--- config.mk ---
export PLATFORM = sky130hd
export DESIGN_NAME = int_vector_arb_flat
export DESIGN_NICKNAME = d
export VERILOG_FILES = /design/src/rtl/int_vector_arb_if.sv /design/src/rtl/int_vector_arb.sv /design/src/flat_wrapper.sv
export SDC_FILE = /design/constraint.sdc
export NUM_CORES = 1
export LEC_CHECK = 0
export CAP_MARGIN = 20
export CORE_MARGIN = 5
export CORE_UTILIZATION = 55
export DETAILED_ROUTE_END_ITERATION = 8
export DONT_BUFFER_PORTS = 1
export GPL_TIMING_DRIVEN = 0
export PLACE_DENSITY_LB_ADDON = 0.3
export SETUP_SLACK_MARGIN = 0.1
export SLEW_MARGIN = 20
export SYNTH_ARGS = -nofsm -noshare
export SYNTH_HDL_FRONTEND = slang
export SYNTH_SLANG_ARGS = --single-unit
--- constraint.sdc ---
create_clock -name clk -period 1.9 [get_ports clk]
set_input_delay 0.38 -clock clk [delete_from_list [all_inputs] [get_ports clk]]
set_output_delay 0.38 -clock clk [all_outputs]
set_load 0.005 [all_outputs]
--- src/rtl/int_vector_arb_if.sv ---
// int_vector_arb_if: request/vector/handshake bundle between the interrupt controller/CPU and the vector arbiter.
interface int_vector_arb_if;
  logic [4:0]  interupt;
  logic [4:0]  IP;
  logic        inst_boundary;
  logic        int_ack;
  logic        reti;
  logic        int_req;
  logic [15:0] int_vector;
  logic [3:0]  int_clr;
  logic [1:0]  in_service;
  modport master (
    output interupt, IP, inst_boundary, int_ack, reti,
    input  int_req, int_vector, int_clr, in_service
  );
  modport slave (
    input  interupt, IP, inst_boundary, int_ack, reti,
    output int_req, int_vector, int_clr, in_service
  );
endinterface

--- src/rtl/int_vector_arb.sv ---
// int_vector_arb: two-level 8051-style interrupt arbiter that latches a winner at an instruction boundary and presents its LCALL vector.
module int_vector_arb #(
  parameter logic [15:0] VEC_BASE   = 16'h0003,
  parameter int          VEC_STRIDE = 8
) (
  input logic             clk,
  input logic             rst_n,
  int_vector_arb_if.slave bus
);
  typedef enum logic {IDLE, REQ} state_t;
  state_t     state, state_n;
  logic [2:0] idx, idx_n, pick;
  logic       lvl, lvl_n, hi_act, hi_n, lo_act, lo_n, blk, blk_n;
  logic [3:0] clr, clr_n;
  logic [4:0] hi_elig, lo_elig, cand;
  always_comb begin
    hi_elig = bus.interupt & bus.IP & {5{~hi_act}};
    lo_elig = bus.interupt & ~bus.IP & {5{~(hi_act | lo_act)}};
    cand    = |hi_elig ? hi_elig : lo_elig;
    pick    = cand[0] ? 3'd0 : cand[1] ? 3'd1 : cand[2] ? 3'd2 : cand[3] ? 3'd3 : 3'd4;
  end
  always_ff @(posedge clk or negedge rst_n)
    if (!rst_n) begin
      state  <= IDLE;
      idx    <= '0;
      lvl    <= 1'b0;
      hi_act <= 1'b0;
      lo_act <= 1'b0;
      blk    <= 1'b0;
      clr    <= '0;
    end else begin
      state  <= state_n;
      idx    <= idx_n;
      lvl    <= lvl_n;
      hi_act <= hi_n;
      lo_act <= lo_n;
      blk    <= blk_n;
      clr    <= clr_n;
    end
  // RETI retires the innermost level first; an ack in the same cycle then re-arms its own level.
  always_comb begin
    state_n = state;
    idx_n   = idx;
    lvl_n   = lvl;
    clr_n   = '0;
    hi_n    = hi_act & ~bus.reti;
    lo_n    = lo_act & ~(bus.reti & ~hi_act);
    blk_n   = blk;
    case (state)
      IDLE:
        if (bus.inst_boundary) begin
          if (blk) blk_n = 1'b0;
          else if (|cand) begin
            state_n = REQ;
            idx_n   = pick;
            lvl_n   = |hi_elig;
          end
        end
      REQ:
        if (bus.int_ack) begin
          state_n = IDLE;
          if (lvl) hi_n = 1'b1;
          else lo_n = 1'b1;
          clr_n = (idx != 3'd4) ? 4'd1 << idx[1:0] : 4'd0;
        end
      default: state_n = IDLE;
    endcase
    if (bus.reti) blk_n = 1'b1;
  end
  assign bus.int_req    = state == REQ;
  assign bus.int_vector = bus.int_req ? VEC_BASE + 16'(idx) * 16'(VEC_STRIDE) : 16'h0000;
  assign bus.int_clr    = clr;
  assign bus.in_service = {hi_act, lo_act};
endmodule
--- src/flat_wrapper.sv ---
// flat-port wrapper written by rule: the top's interface ports become plain ports
module int_vector_arb_flat 
#(
  parameter logic [15:0] VEC_BASE   = 16'h0003,
  parameter int          VEC_STRIDE = 8
)
  (clk, rst_n, bus_interupt, bus_IP, bus_inst_boundary, bus_int_ack, bus_reti, bus_int_req, bus_int_vector, bus_int_clr, bus_in_service);
  int_vector_arb_if bus_i ();
  input logic clk;
  input logic rst_n;
  input wire logic [$bits(bus_i.interupt)-1:0] bus_interupt;
  input wire logic [$bits(bus_i.IP)-1:0] bus_IP;
  input wire logic [$bits(bus_i.inst_boundary)-1:0] bus_inst_boundary;
  input wire logic [$bits(bus_i.int_ack)-1:0] bus_int_ack;
  input wire logic [$bits(bus_i.reti)-1:0] bus_reti;
  output wire logic [$bits(bus_i.int_req)-1:0] bus_int_req;
  output wire logic [$bits(bus_i.int_vector)-1:0] bus_int_vector;
  output wire logic [$bits(bus_i.int_clr)-1:0] bus_int_clr;
  output wire logic [$bits(bus_i.in_service)-1:0] bus_in_service;
  assign bus_i.interupt = bus_interupt;
  assign bus_i.IP = bus_IP;
  assign bus_i.inst_boundary = bus_inst_boundary;
  assign bus_i.int_ack = bus_int_ack;
  assign bus_i.reti = bus_reti;
  assign bus_int_req = bus_i.int_req;
  assign bus_int_vector = bus_i.int_vector;
  assign bus_int_clr = bus_i.int_clr;
  assign bus_in_service = bus_i.in_service;
  int_vector_arb #(.VEC_BASE(VEC_BASE), .VEC_STRIDE(VEC_STRIDE)) u_core (.clk(clk), .rst_n(rst_n), .bus(bus_i));
endmodule
## Word-level counts from Yosys, hierarchy flattened

Cells that the tools add are included.

- Register bits after elaboration: 12
- Input port bits: 15
- Output and inout port bits: 23
- Logic and storage cells: 54

- Add/sub/neg operators: 1
- Equal/unequal tests: 2
- Shifts and indexed selects: 1
- Muxes and demuxes: 23
- Bitwise operators: 15
- Reductions and logical operators: 5

Operators with widths:

| operator | count |
|---|---|
| 5-bit AND | 4 |
| 16-bit 2-to-1 mux | 1 |
| 1-bit 2-to-1 mux | 13 |
| 3-bit 2-to-1 mux | 4 |
| 4-bit 2-to-1 mux | 3 |
| 5-bit OR reduction | 2 |
| 2-bit by 6-bit adder with 7-bit output, first input constant | 1 |
| 1-bit inverter | 6 |
| 5-bit 2-to-1 mux | 1 |
| 5-bit inverter | 1 |
| 4-bit AND reduction | 1 |
| 1-bit by 2-bit << shifter with 4-bit output, first input constant | 1 |
| 1-bit AND | 3 |
| 3-bit != test, second input constant | 1 |
| 2-bit != test, second input constant | 1 |
| 1-bit one-hot mux with 2 select lines | 1 |
| 2-bit AND reduction | 1 |
| 2-bit nonzero test | 1 |
| 1-bit bitwise OR | 1 |

## Logic depth before layout (Yosys ltp)

- Depth in word-level cells: 9
- Mapped depth: 5
- Depth with buffers taken out: 5

## Worst setup path before layout

Ideal clock, no wire load.

- Path kind: in2reg
- Start point: input port bus_interupt[4]
- End point: register u_core.idx[0]
- Library setup time: 0.125 ns
- Arrival: 1.750 ns
- Data required time: 1.775 ns
- Path slack: 0.025 ns
- Stages on the path: 5
- Path buffers: 0
- Cells stage by stage: a222oi_1 -> nand2_1 -> a211o_1 -> a41o_1 -> mux2_4

- Longest elaborated chain between the ends: 8
- Elaborated cells on any way between the ends: 12
- Classes of those cells: mux: 5; bitwise: 4; reduce/logical: 3

RTL lines:

| what | line | RTL |
|---|---|---|
| start: declaration | flat_wrapper.sv:11 | `input wire logic [$bits(bus_i.interupt)-1:0] bus_interupt;` |
| 5-bit AND (2 in series) | int_vector_arb.sv:17 | `hi_elig = bus.interupt & bus.IP & {5{~hi_act}};` |
| 5-bit OR reduction | int_vector_arb.sv:19 | `cand = \|hi_elig ? hi_elig : lo_elig;` |
| 5-bit 2-to-1 mux (*) | int_vector_arb.sv:19 |  |
| 3-bit 2-to-1 mux (4 in series) | int_vector_arb.sv:20 | `pick = cand[0] ? 3'd0 : cand[1] ? 3'd1 : cand[2] ? 3'd2 : cand[3] ? 3'd3 : 3'd4;` |
| end signal: assignment | int_vector_arb.sv:33 | `idx <= idx_n;` |
| end: declaration | int_vector_arb.sv:12 | `logic [2:0] idx, idx_n, pick;` |

Every way passes the cells marked *; elsewhere a longest branch is shown, timed or not.
A chain may end at the register's enable or synchronous reset.

## Worst setup path in the final report

- Start point: register u_core.hi_act
- End point: register u_core.idx[0]

- Longest elaborated chain between the ends: 8
- Elaborated cells on any way between the ends: 13
- Classes of those cells: mux: 5; bitwise: 5; reduce/logical: 3

RTL lines:

| what | line | RTL |
|---|---|---|
| start: declaration | int_vector_arb.sv:13 | `logic lvl, lvl_n, hi_act, hi_n, lo_act, lo_n, blk, blk_n;` |
| start signal: assignment | int_vector_arb.sv:35 | `hi_act <= hi_n;` |
| 1-bit inverter / 1-bit bitwise OR (equally long branches) | int_vector_arb.sv:17, int_vector_arb.sv:18 |  |
| 5-bit AND / 1-bit inverter (equally long branches) | int_vector_arb.sv:17, int_vector_arb.sv:18 |  |
| 5-bit OR reduction / 5-bit AND (equally long branches) | int_vector_arb.sv:19, int_vector_arb.sv:18 |  |
| 5-bit 2-to-1 mux (*) | int_vector_arb.sv:19 |  |
| 3-bit 2-to-1 mux (4 in series) | int_vector_arb.sv:20 |  |

Marked as above.

==> results.md <==
* Crit path time final at between 1500 and 2000 ps
* DRT Pass-1 Iters at 4
* Hold depth at 1
* Post-synth top flop: dfrtp_1
* Sequential share of power at 50.0%
* Die area at 2220 µm²
* Height of the die at between 40 and 50 µm
* Layout cells sized above 1 at 28.2%
* Synth Area in Compound Gates at 18.6%
* Mux cell area share after synthesis at 1.98%
* Worst Setup End Kind: register
* GP Congestion at 0.850
* Hold path startpoint: bus_reti
* Nets at 120
* Clock-pin slew on the worst setup and hold paths at 70 ps
* First-pass GRT wire length at 2420 µm
* Worst r2r dst: u_core.idx[0]
* Pwr Density at around 800 nW/µm²
* Slew headroom at 65.3%
* Vias per inst at 5.27
* Post-synthesis average cell area at 8.73 µm²
* N_diodes at 0
* Commonest non-fill, non-tap cell in the layout: buf_4
* Critical Path AT at between 1500 and 2000 ps
* DRC viols at 0
* Total I/O pin count at 38
* Final Hold Violating Endpoints at 0
* Clock share of power at 20.9%
* Row Count at 13
* Initial Utilization at 58.4%
* Inst Count DP at 112
* Commonest non-fill, non-tap cells in the layout: buf_4, conb_1, dfrtp_1
* Final setup fails at 0
* FF-to-FF path depth at 5
* Synthesis-stage register bit count at 12
* CP startpoint kind: register
* Synth area leader: dfrtp_1
* All-layer global routing usage at 15.7%
* Die Wd at 47.2 µm
* Placeable Area at 1300 µm²
* Non-Filler Instances at ~120
* Fin util at 67.6%
* CTS root buffer: clkbuf_4
* # H-tree levels at 1
* XOR/XNOR Fraction of Synth Area at 0%
* Final Skew at 0.267 ps
* Max Buffers Root-to-Sink at 2
* Status: finished clean
* RSZ-0062 raised after global routing: true
* Total wire length at ~1600 µm
* CTS tree: built
* Hold endpoint: u_core.hi_act
* Worst-Skew Late Latency at 270 ps
* Final worst slack at 151 ps
* Netlist cell types at 30
* Vias in the first global route at 586
* Kind of critical path: reg -> reg
* Adder-Cell Fraction of Synth Area at 0%
* R2r setup slk at 150 ps
* CTS Buf Count at 3
* Overflow after GRT at 0
* Max Slew Vio Count at 0
* Post-synth ARST share at 100%
* Post-synthesis sequential area ratio at between 30% and 40%
* Internal power at 488 µW
* Type of the worst min-delay path: in -> reg
* FF-to-FF Start: u_core.hi_act
* Hpwl dp at about 1300 µm
* Setup_tns at 0 ps
* Syn Std Cell Area at ~760 µm²
* CTS sink count at 12
* F_max at 572 MHz
* Sw power at 232 µW
* Top-area cell type share of the netlist area at about 40%
* Largest family of logic cells by synthesized area: simple AND/OR/NAND/NOR gates
* Top post-synthesis cells by area: dfrtp_1, buf_4, o21ai_0
* Area share of and/or/nand/nor cells after synthesis at between 20% and 30%
* Pre-CTS WS at -76.2 ps
* Worst slew pin tran at slightly above 500 ps
* Post-route cell area at slightly below 900 µm²
* Initial DRC count at 15
* Switching Fraction at 32.2%
* Static Leakage at 0.000455 µW
* Gate Count Post-Synth at 87
* Initial antenna violation count at 0
* WL/cell at between 10 and 15 µm
* Routed Antenna Nets at 0
* Largest net degree at the start of global routing at 13
* P&R area growth vs syn at 15.8%
* Max Fanout on Critical Path at 9
* CP required at slightly above 2000 ps
* Synth warn at 0
* Logic gate share of total power at between 20 and 30%
* IO buf count at 0
* Placement-stage cell area at 816 µm²
* Max IR drop VDD at 0.370 mV
* Max cap viols at 0
* Final worst-path cycle share at around 92%
* Routed vias at between 600 and 700
* Number of synthesized flops with an enable pin at 0
## per-layer routing
| layer | part of all wire, % | vias to the layer above | GRT usage, % |
|---|---|---|---|
| li1 | - | 313 | - |
| met4 | 2.4 | 0 | 9.94 |
| met3 | 8.2 | 5 | 5.75 |
| met1 | 37 | 280 | 15.2 |
| met5 | 0 | - | 0 |
| met2 | 53 | 24 | 27.9 |
## cells in the mapped netlist (2+ instances only)
| cell type | number |
|---|---|
| buf_4 | 15 |
| inv_1 | 7 |
| or2_2 | 2 |
| o21ai_0 | 6 |
| nand3_1 | 2 |
| and2_1 | 2 |
| a21oi_1 | 2 |
| a31oi_1 | 4 |
| nand2_1 | 8 |
| a22oi_1 | 3 |
| dfrtp_1 | 12 |
| nor2_1 | 4 |
| and3_1 | 3 |
## cells by family (layout without fill, tap and decap cells)
group | count (synthesis) | after routing
DFF | 12 | 12
AOI/OAI and AO/OA | 21 | 21
muxes | 1 | 1
buffers and inverters | 22 | 28
other | 1 | 11
and+or+nand+nor | 30 | 30
## registers in the layout, summed over array words and instances, names as in the netlist
signal and flops:
u_core.lvl 1, u_core.idx 3, u_core.lo_act 1, u_core.bus.int_req 1
u_core.bus.int_clr 4, u_core.hi_act 1, u_core.blk 1
## final cells by class
class,instances,area [µm²]
fillers,111,422
multi-input cells,63,373
flip-flops and latches,12,302
plain buffers,15,113
inverters,7,26.3
repair buffers,3,25.0
clock buffers,3,22.5
well taps,15,18.8
## critical path: stages, from the launching register on
cell	delay, ps
dfrtp_2	470
nand3b_1	190
and3_1	210
a31oi_4	220
a41o_1	230
mux2_4	310
## metrics by stage
stage	power (µW)	hold slack, ps
3_3_place_gp	541	84.7
4_1_cts	713	194
6_report	720	199
3_5_place_dp	550	84.7
2_1_floorplan	508	84.4
5_1_grt	760	205
## timing repair
action                                 4_1_cts  5_1_grt
gates resized for setup                      2        1
setup buffers                                1        1
setup endpoints to repair                    2        3
hold buffers                                 1        0
pin swaps                                    1        2
endpoints found under the hold margin       12        0
## worst max path at each step
stage / start / to / depth (start not counted)
floorplan: bus_IP[4] / u_core.idx[0] / 5
global placement: bus_IP[4] / u_core.idx[0] / 5
detailed placement: bus_IP[4] / u_core.idx[0] / 5
CTS: u_core.hi_act / u_core.idx[0] / 5
global route: u_core.hi_act / u_core.idx[0] / 5
finish: u_core.hi_act / u_core.idx[0] / 5
## power groups by stage
stage,Combinational (µW),Sequential [µW],Clock [µW]
detailed placement,187,364,0
floorplan,163,346,0
CTS,200,359,153
global route,232,366,162
finish,209,360,151
global placement,182,359,0
(Power assumes the default switching activity.)
